==> src/rtl/uart_tx.sv <==
// uart_tx: FIFO-buffered UART transmitter, LSB-first 8N1 frames at a programmable bit period.
// Define LEXINGTON_UART_TX_PARITY_EN to insert an even-parity bit (8E1 frames).
module uart_tx #(
    parameter int unsigned FIFO_DEPTH = 8,
    parameter int unsigned DIV_WIDTH  = 16
) (
    input  logic                        clk,
    input  logic                        rst,
    input  logic [DIV_WIDTH-1:0]        baud_div,
    input  logic                        wr_en,
    input  logic [7:0]                  wr_data,
    output logic                        wr_ready,
    output logic                        tx,
    output logic                        busy,
    output logic [$clog2(FIFO_DEPTH):0] fifo_count,
    output logic                        irq
);

    localparam int unsigned PtrW = $clog2(FIFO_DEPTH);
    localparam int unsigned CntW = PtrW + 1;
    localparam logic [CntW-1:0] FullCount = CntW'(FIFO_DEPTH);

`ifdef LEXINGTON_UART_TX_PARITY_EN
    typedef enum logic [2:0] {StIdle, StStart, StData, StParity, StStop} state_e;
`else
    typedef enum logic [2:0] {StIdle, StStart, StData, StStop} state_e;
`endif

    // FIFO storage and bookkeeping
    logic [7:0]           mem [FIFO_DEPTH];
    logic [PtrW-1:0]      wr_ptr_q, wr_ptr_d;
    logic [PtrW-1:0]      rd_ptr_q, rd_ptr_d;
    logic [CntW-1:0]      count_q, count_d;
    logic                 push, pop;
    logic                 fifo_empty;
    logic [7:0]           head;

    // Transmit datapath
    state_e               state_q, state_d;
    logic [DIV_WIDTH-1:0] timer_q, timer_d;
    logic [7:0]           shift_q, shift_d;
    logic [2:0]           bit_cnt_q, bit_cnt_d;
    logic                 tx_q, tx_d;
    logic                 irq_q, irq_d;
    logic                 bit_end;
`ifdef LEXINGTON_UART_TX_PARITY_EN
    logic                 parity_q, parity_d;
`endif

    assign head       = mem[rd_ptr_q];
    assign fifo_empty = (count_q == '0);
    assign wr_ready   = (count_q != FullCount);
    assign push       = wr_en && wr_ready;
    assign bit_end    = (timer_q == '0);

    assign tx         = tx_q;
    assign busy       = (state_q != StIdle);
    assign fifo_count = count_q;
    assign irq        = irq_q;

    always_comb begin
        state_d   = state_q;
        timer_d   = timer_q;
        shift_d   = shift_q;
        bit_cnt_d = bit_cnt_q;
        tx_d      = tx_q;
        irq_d     = 1'b0;
        pop       = 1'b0;
`ifdef LEXINGTON_UART_TX_PARITY_EN
        parity_d  = parity_q;
`endif
        if (!bit_end) begin
            timer_d = timer_q - DIV_WIDTH'(1);
        end

        case (state_q)
            StIdle: begin
                if (!fifo_empty) begin
                    pop     = 1'b1;
                    shift_d = head;
                    state_d = StStart;
                    tx_d    = 1'b0;
                    timer_d = baud_div;
`ifdef LEXINGTON_UART_TX_PARITY_EN
                    parity_d = ^head;
`endif
                end
            end
            StStart: begin
                if (bit_end) begin
                    state_d   = StData;
                    tx_d      = shift_q[0];
                    timer_d   = baud_div;
                    bit_cnt_d = '0;
                end
            end
            StData: begin
                if (bit_end) begin
                    timer_d = baud_div;
                    shift_d = {1'b0, shift_q[7:1]};
                    if (bit_cnt_q == 3'd7) begin
`ifdef LEXINGTON_UART_TX_PARITY_EN
                        state_d = StParity;
                        tx_d    = parity_q;
`else
                        state_d = StStop;
                        tx_d    = 1'b1;
`endif
                    end else begin
                        // tx is registered, so present the bit that becomes bit 0 after the shift
                        tx_d      = shift_q[1];
                        bit_cnt_d = bit_cnt_q + 3'd1;
                    end
                end
            end
`ifdef LEXINGTON_UART_TX_PARITY_EN
            StParity: begin
                if (bit_end) begin
                    state_d = StStop;
                    tx_d    = 1'b1;
                    timer_d = baud_div;
                end
            end
`endif
            StStop: begin
                if (bit_end) begin
                    if (!fifo_empty) begin
                        // Chain straight into the next frame without an idle bit
                        pop     = 1'b1;
                        shift_d = head;
                        state_d = StStart;
                        tx_d    = 1'b0;
                        timer_d = baud_div;
`ifdef LEXINGTON_UART_TX_PARITY_EN
                        parity_d = ^head;
`endif
                    end else begin
                        state_d = StIdle;
                        tx_d    = 1'b1;
                        irq_d   = 1'b1;
                    end
                end
            end
            default: begin
                state_d = StIdle;
                tx_d    = 1'b1;
            end
        endcase
    end

    always_comb begin
        wr_ptr_d = wr_ptr_q;
        rd_ptr_d = rd_ptr_q;
        count_d  = count_q;
        if (push) begin
            wr_ptr_d = wr_ptr_q + PtrW'(1);
        end
        if (pop) begin
            rd_ptr_d = rd_ptr_q + PtrW'(1);
        end
        case ({push, pop})
            2'b10:   count_d = count_q + CntW'(1);
            2'b01:   count_d = count_q - CntW'(1);
            default: count_d = count_q;
        endcase
    end

    always_ff @(posedge clk or posedge rst) begin
        if (rst) begin
            state_q   <= StIdle;
            wr_ptr_q  <= '0;
            rd_ptr_q  <= '0;
            count_q   <= '0;
            timer_q   <= '0;
            shift_q   <= '0;
            bit_cnt_q <= '0;
            tx_q      <= 1'b1;
            irq_q     <= 1'b0;
`ifdef LEXINGTON_UART_TX_PARITY_EN
            parity_q  <= 1'b0;
`endif
        end else begin
            state_q   <= state_d;
            wr_ptr_q  <= wr_ptr_d;
            rd_ptr_q  <= rd_ptr_d;
            count_q   <= count_d;
            timer_q   <= timer_d;
            shift_q   <= shift_d;
            bit_cnt_q <= bit_cnt_d;
            tx_q      <= tx_d;
            irq_q     <= irq_d;
`ifdef LEXINGTON_UART_TX_PARITY_EN
            parity_q  <= parity_d;
`endif
        end
    end

    // Storage needs no reset; stale entries are unreachable once the count is cleared
    always_ff @(posedge clk) begin
        if (push) begin
            mem[wr_ptr_q] <= wr_data;
        end
    end

endmodule

==> config.mk <==
export PLATFORM = sky130hd
export DESIGN_NAME = uart_tx
export DESIGN_NICKNAME = d
export VERILOG_FILES = /design/src/rtl/uart_tx.sv
export SDC_FILE = /design/constraint.sdc
export NUM_CORES = 1
export LEC_CHECK = 0
export BUFFER_PORTS_ARGS = -buffer_cell sky130_fd_sc_hd__buf_4
export CAP_MARGIN = 40
export CORE_MARGIN = 2
export CORE_UTILIZATION = 46
export CTS_BUF_LIST = sky130_fd_sc_hd__clkbuf_4 sky130_fd_sc_hd__clkbuf_8
export DETAILED_ROUTE_END_ITERATION = 12
export HOLD_SLACK_MARGIN = 0.12
export MAX_ROUTING_LAYER = met4
export PLACE_DENSITY = 0.73
export REMOVE_ABC_BUFFERS = 1
export SYNTH_ARGS = -nofsm -noshare
export SYNTH_HDL_FRONTEND = slang
export SYNTH_SLANG_ARGS = --single-unit
==> constraint.sdc <==
create_clock -name clk -period 6.1 [get_ports clk]
set_clock_uncertainty 0.15 [all_clocks]
set_input_delay 1.22 -clock clk [delete_from_list [all_inputs] [get_ports clk]]
set_output_delay 1.22 -clock clk [all_outputs]
set_load 0.05 [all_outputs]
==> qor.json <==
{
  "area.sequential": {"value": 2950, "unit": "um^2"},
  "cell_area_after_technology_mapping": {"value": 4860, "unit": "um^2"},
  "ir_worst_vdd": {"value": 0.000263, "unit": "V"},
  "finalWeightedCongestion": {"value": 0.838},
  "timing.critical_path.from": {"value": "timer_q[0]"},
  "dr.first_iter.drc_count": {"value": 160},
  "synth.area.top_cells": {"value": "sky130_fd_sc_hd__edfxtp_1 (40%), sky130_fd_sc_hd__dfrtp_1 (21%), sky130_fd_sc_hd__mux4_2 (7.4%)"},
  "register_clock_pin_slew_on_the_reported_worst_setup_and_hold_paths": {"value": 110, "unit": "ps"},
  "max_slew.worst_pin.slew": {"value": 765, "unit": "ps"},
  "total_leakage_power": {"value": 2.13, "unit": "nW"},
  "count_of_mapped_cells_out_of_synthesis": {"value": 358},
  "filler_cell_count": {"value": 884},
  "max-slew-margin-rel": {"value": 49.0, "unit": "%"},
  "multi_input_logic_area": {"value": 1790, "unit": "um^2"},
  "synth_fa_ha_area_share": {"value": 3.50, "unit": "%"},
  "yosysSeqAreaShare": {"value": 60.7, "unit": "%"},
  "yosys_register_bits": {"value": 105},
  "clock_network_fraction_of_design_power": {"value": 15.6, "unit": "%"},
  "average_cell_area_after_synthesis": {"value": 13.6, "unit": "um^2"},
  "floorplan.rows": {"value": 37},
  "worst_path_most_repeated_cell": {"value": "sky130_fd_sc_hd__ha_1"},
  "dominantRegCellSynth": {"value": "sky130_fd_sc_hd__edfxtp_1"},
  "p_sw_share": {"value": 40.2, "unit": "%"},
  "initial_utilization": {"value": 47.3, "unit": "%"},
  "crit_path_cell_chain": {"value": "inv_1 > ha_1 > or4b_2 > nor4_2 > buf_4 > a21oi_1 > nor3_2 > ha_1 > ha_1 > a21o_1 > a21oi_1 > xnor2_1 > nor2_1 > xor2_1"},
  "overflow": {"value": 0},
  "worstHoldPathType": {"value": "flip-flop to flip-flop"},
  "first_global_vias": {"value": 3042},
  "hold_path_startpoint": {"value": "shift_q[4]"},
  "path_class": {"value": "flip-flop to flip-flop"},
  "max_freq": {"value": 0.277, "unit": "GHz"},
  "share_of_final_layout_standard_cells_stronger_than_drive_strength_1": {"value": 25.4, "unit": "%"},
  "synth_enable_flop_cells": {"value": 64},
  "dpl.hpwl": {"value": 6260, "unit": "um"},
  "timing.critical_path.arrival": {"value": 3720, "unit": "ps"},
  "setup_violations": {"value": 0},
  "worst_r2r_src": {"value": "timer_q[0]"},
  "drt_wl_total": {"value": 9150, "unit": "um"},
  "clock_insertion_delay_worst_skew": {"value": 370, "unit": "ps"},
  "synth_xor_area_share": {"value": 2.52, "unit": "%"},
  "cts-hold-fix-buffers": {"value": 0},
  "die_height": {"value": 107, "unit": "um"},
  "cp_slowest_stage_delay": {"value": 620, "unit": "ps"},
  "power.internal": {"value": 1.65, "unit": "mW"},
  "yosysTopAreaCell": {"value": "sky130_fd_sc_hd__edfxtp_1"},
  "post-route-period-util": {"value": 59.2, "unit": "%"},
  "fin_ws": {"value": 2490, "unit": "ps"},
  "ant_nets": {"value": 0},
  "worst_setup_path_start_kind": {"value": "flip-flop"},
  "grt_first_pass_wirelength": {"value": 15300, "unit": "um"},
  "dpl.cell_count": {"value": 525},
  "design.die.area": {"value": 11400, "unit": "um^2"},
  "power_density": {"value": 500, "unit": "nW/um^2"},
  "post_synth_most_frequent_cells": {"value": "sky130_fd_sc_hd__edfxtp_1 (64), sky130_fd_sc_hd__dfrtp_1 (40), sky130_fd_sc_hd__nand2_1 (36)"},
  "instances_no_fill": {"value": 541},
  "min_period": {"value": 3610, "unit": "ps"},
  "rsz_0062_raised_after_global_routing": {"value": "false"},
  "ctsHtreeMaxLevel": {"value": 3},
  "ioPinCount": {"value": 35},
  "seq_power_share": {"value": 41.2, "unit": "%"},
  "diodes": {"value": 0},
  "postLayoutCellArea": {"value": 5510, "unit": "um^2"},
  "antenna_found_initial": {"value": 0},
  "timing.max_cap.violations": {"value": 0},
  "setup_total_negative_slack": {"value": 0, "unit": "ps"},
  "wl_per_cell": {"value": 16.9, "unit": "um"},
  "drt_first_pass_iters": {"value": 4},
  "pre_cts_slack": {"value": 2500, "unit": "ps"},
  "cts_tree": {"value": "done"},
  "yosysWarningCount": {"value": 0},
  "maximum_number_of_pins_on_one_net_before_global_route_repair": {"value": 42},
  "critical_path.max_fanout": {"value": 12},
  "synthDominantCellAreaShare": {"value": 39.5, "unit": "%"},
  "net-switching-power": {"value": 1.11, "unit": "mW"},
  "clk_path_buf_depth": {"value": 2},
  "clock_sinks": {"value": 105},
  "core-area": {"value": 10300, "unit": "um^2"},
  "vias": {"value": 3005},
  "synthMostInstantiatedCell": {"value": "sky130_fd_sc_hd__edfxtp_1"},
  "report.power.total": {"value": 2.76, "unit": "mW"},
  "synth_simple_gate_area_share": {"value": 9.94, "unit": "%"},
  "cts-resized-gates": {"value": 0},
  "finalHoldWorstSlack": {"value": 345, "unit": "ps"},
  "final_nets": {"value": 440},
  "status": {"value": "complete, no violations"},
  "grt_util_all_layers": {"value": 18.0, "unit": "%"},
  "slew_violations": {"value": 0},
  "required": {"value": 6210, "unit": "ps"},
  "clock_tree.root_cell": {"value": "sky130_fd_sc_hd__clkbuf_8"},
  "layout-area-overhead-vs-synth": {"value": 13.4, "unit": "%"},
  "crit_path_end_kind": {"value": "flip-flop"},
  "synth_mux_area_share": {"value": 10.8, "unit": "%"},
  "post-route-drc-count": {"value": 0},
  "async_flop_share": {"value": 39.0, "unit": "%"},
  "cts-buffers-inserted": {"value": 9},
  "placedInstanceArea": {"value": 5310, "unit": "um^2"},
  "cts_setup_buffers": {"value": 0},
  "combPwrFrac": {"value": 43.1, "unit": "%"},
  "final-hold-violation-count": {"value": 0},
  "vias_per_cell": {"value": 5.55},
  "io_buffers": {"value": 34},
  "critPathSlowestCell": {"value": "sky130_fd_sc_hd__or4b_2"},
  "synth_compound_gate_area_share": {"value": 10.0, "unit": "%"},
  "post-route-util": {"value": 53.6, "unit": "%"},
  "die_w": {"value": 107, "unit": "um"},
  "synth_top_family_by_area": {"value": "multiplexers"},
  "synth_cell_types": {"value": 52}
}
[kinds of logic (layout without fill, tap and decap cells)]
group / after synthesis / in the layout
AO/OA/AOI/OAI: 69 / 69
XOR/XNOR: 14 / 14
adder cells (fa/ha/maj): 13 / 13
buffers and inverters: 26 / 73
flip-flops: 105 / 105
multiplexers: 32 / 32
AND/OR/NAND/NOR: 99 / 99
[state kept, by name, summed over array words and instances, names as in the netlist]
register,flops
state_q,2
mem,64
tx,1
irq,1
timer_q,16
rd_ptr_q,3
wr_ptr_q,3
shift_q,8
fifo_count,4
bit_cnt_q,3
[power groups by stage]
stage / Sequential [mW] / Clock (mW) / Combinational, mW
floorplan: 1.17 / 0 / 0.831
global placement: 1.16 / 0 / 1.11
detailed placement: 1.15 / 0 / 1.20
CTS: 1.14 / 0.446 / 1.20
global route: 1.17 / 0.474 / 1.31
finish: 1.14 / 0.431 / 1.19
[worst paths after layout]
check / depth (start not counted) / end / slack (ps)
hold reg to reg: 2 / shift_q[4] / 340
setup reg to reg: 14 / fifo_count[3] / 2490
hold / removal: 2 / shift_q[4] / 340
max in group asynchronous: 3 / tx / 4600
setup / recovery: 14 / fifo_count[3] / 2490
min in group asynchronous: 3 / wr_ptr_q[1] / 820
[layout by cell type, fill, tap and decap left out, drive strengths merged, types with 2 or more instances in the layout]
cell    instances
nor3           10
inv            14
a21oi          14
nand3           5
or4             6
mux2            5
ha             12
a211oi          2
nand2b          2
mux2i          11
and3            2
clkbuf         10
nor4b           2
buf            47
dfrtp          40
nor4            6
nor2           24
a22o            8
xnor2           7
o31ai           6
xor2            7
o21ai          26
edfxtp         64
nand2          36
mux4           16
or3             2
[worst max-delay path, delay by kind of cell, from the launching register on]
kind,cells,cell delay [ps]
AND/OR/NAND/NOR,4,1130
adder cells (fa/ha/maj),3,720
AO/OA/AOI/OAI,3,450
flip-flops,1,440
buffers and inverters,2,310
XOR/XNOR,2,280
[layout make-up]
| cell class | count | area share, % |
|---|---|---|
| clock inverter | 6 | 1.20 |
| clock buffer | 10 | 2.50 |
| multi-input combinational | 227 | 32.5 |
| sequential | 105 | 53.5 |
| timing repair buffer | 47 | 6.54 |
| tap | 136 | 3.09 |
| inverter | 10 | 0.681 |
[layer usage]
metal / up-vias / track usage (%) / share of wire, %
li1: 1437 / - / -
met1: 1496 / 21.9 / 43
met2: 65 / 30.1 / 52
met3: 7 / 4.86 / 3.7
met4: 0 / 4.55 / 0.94
met5: - / - / 0
Note: power is estimated with default switching activity, not from simulation.
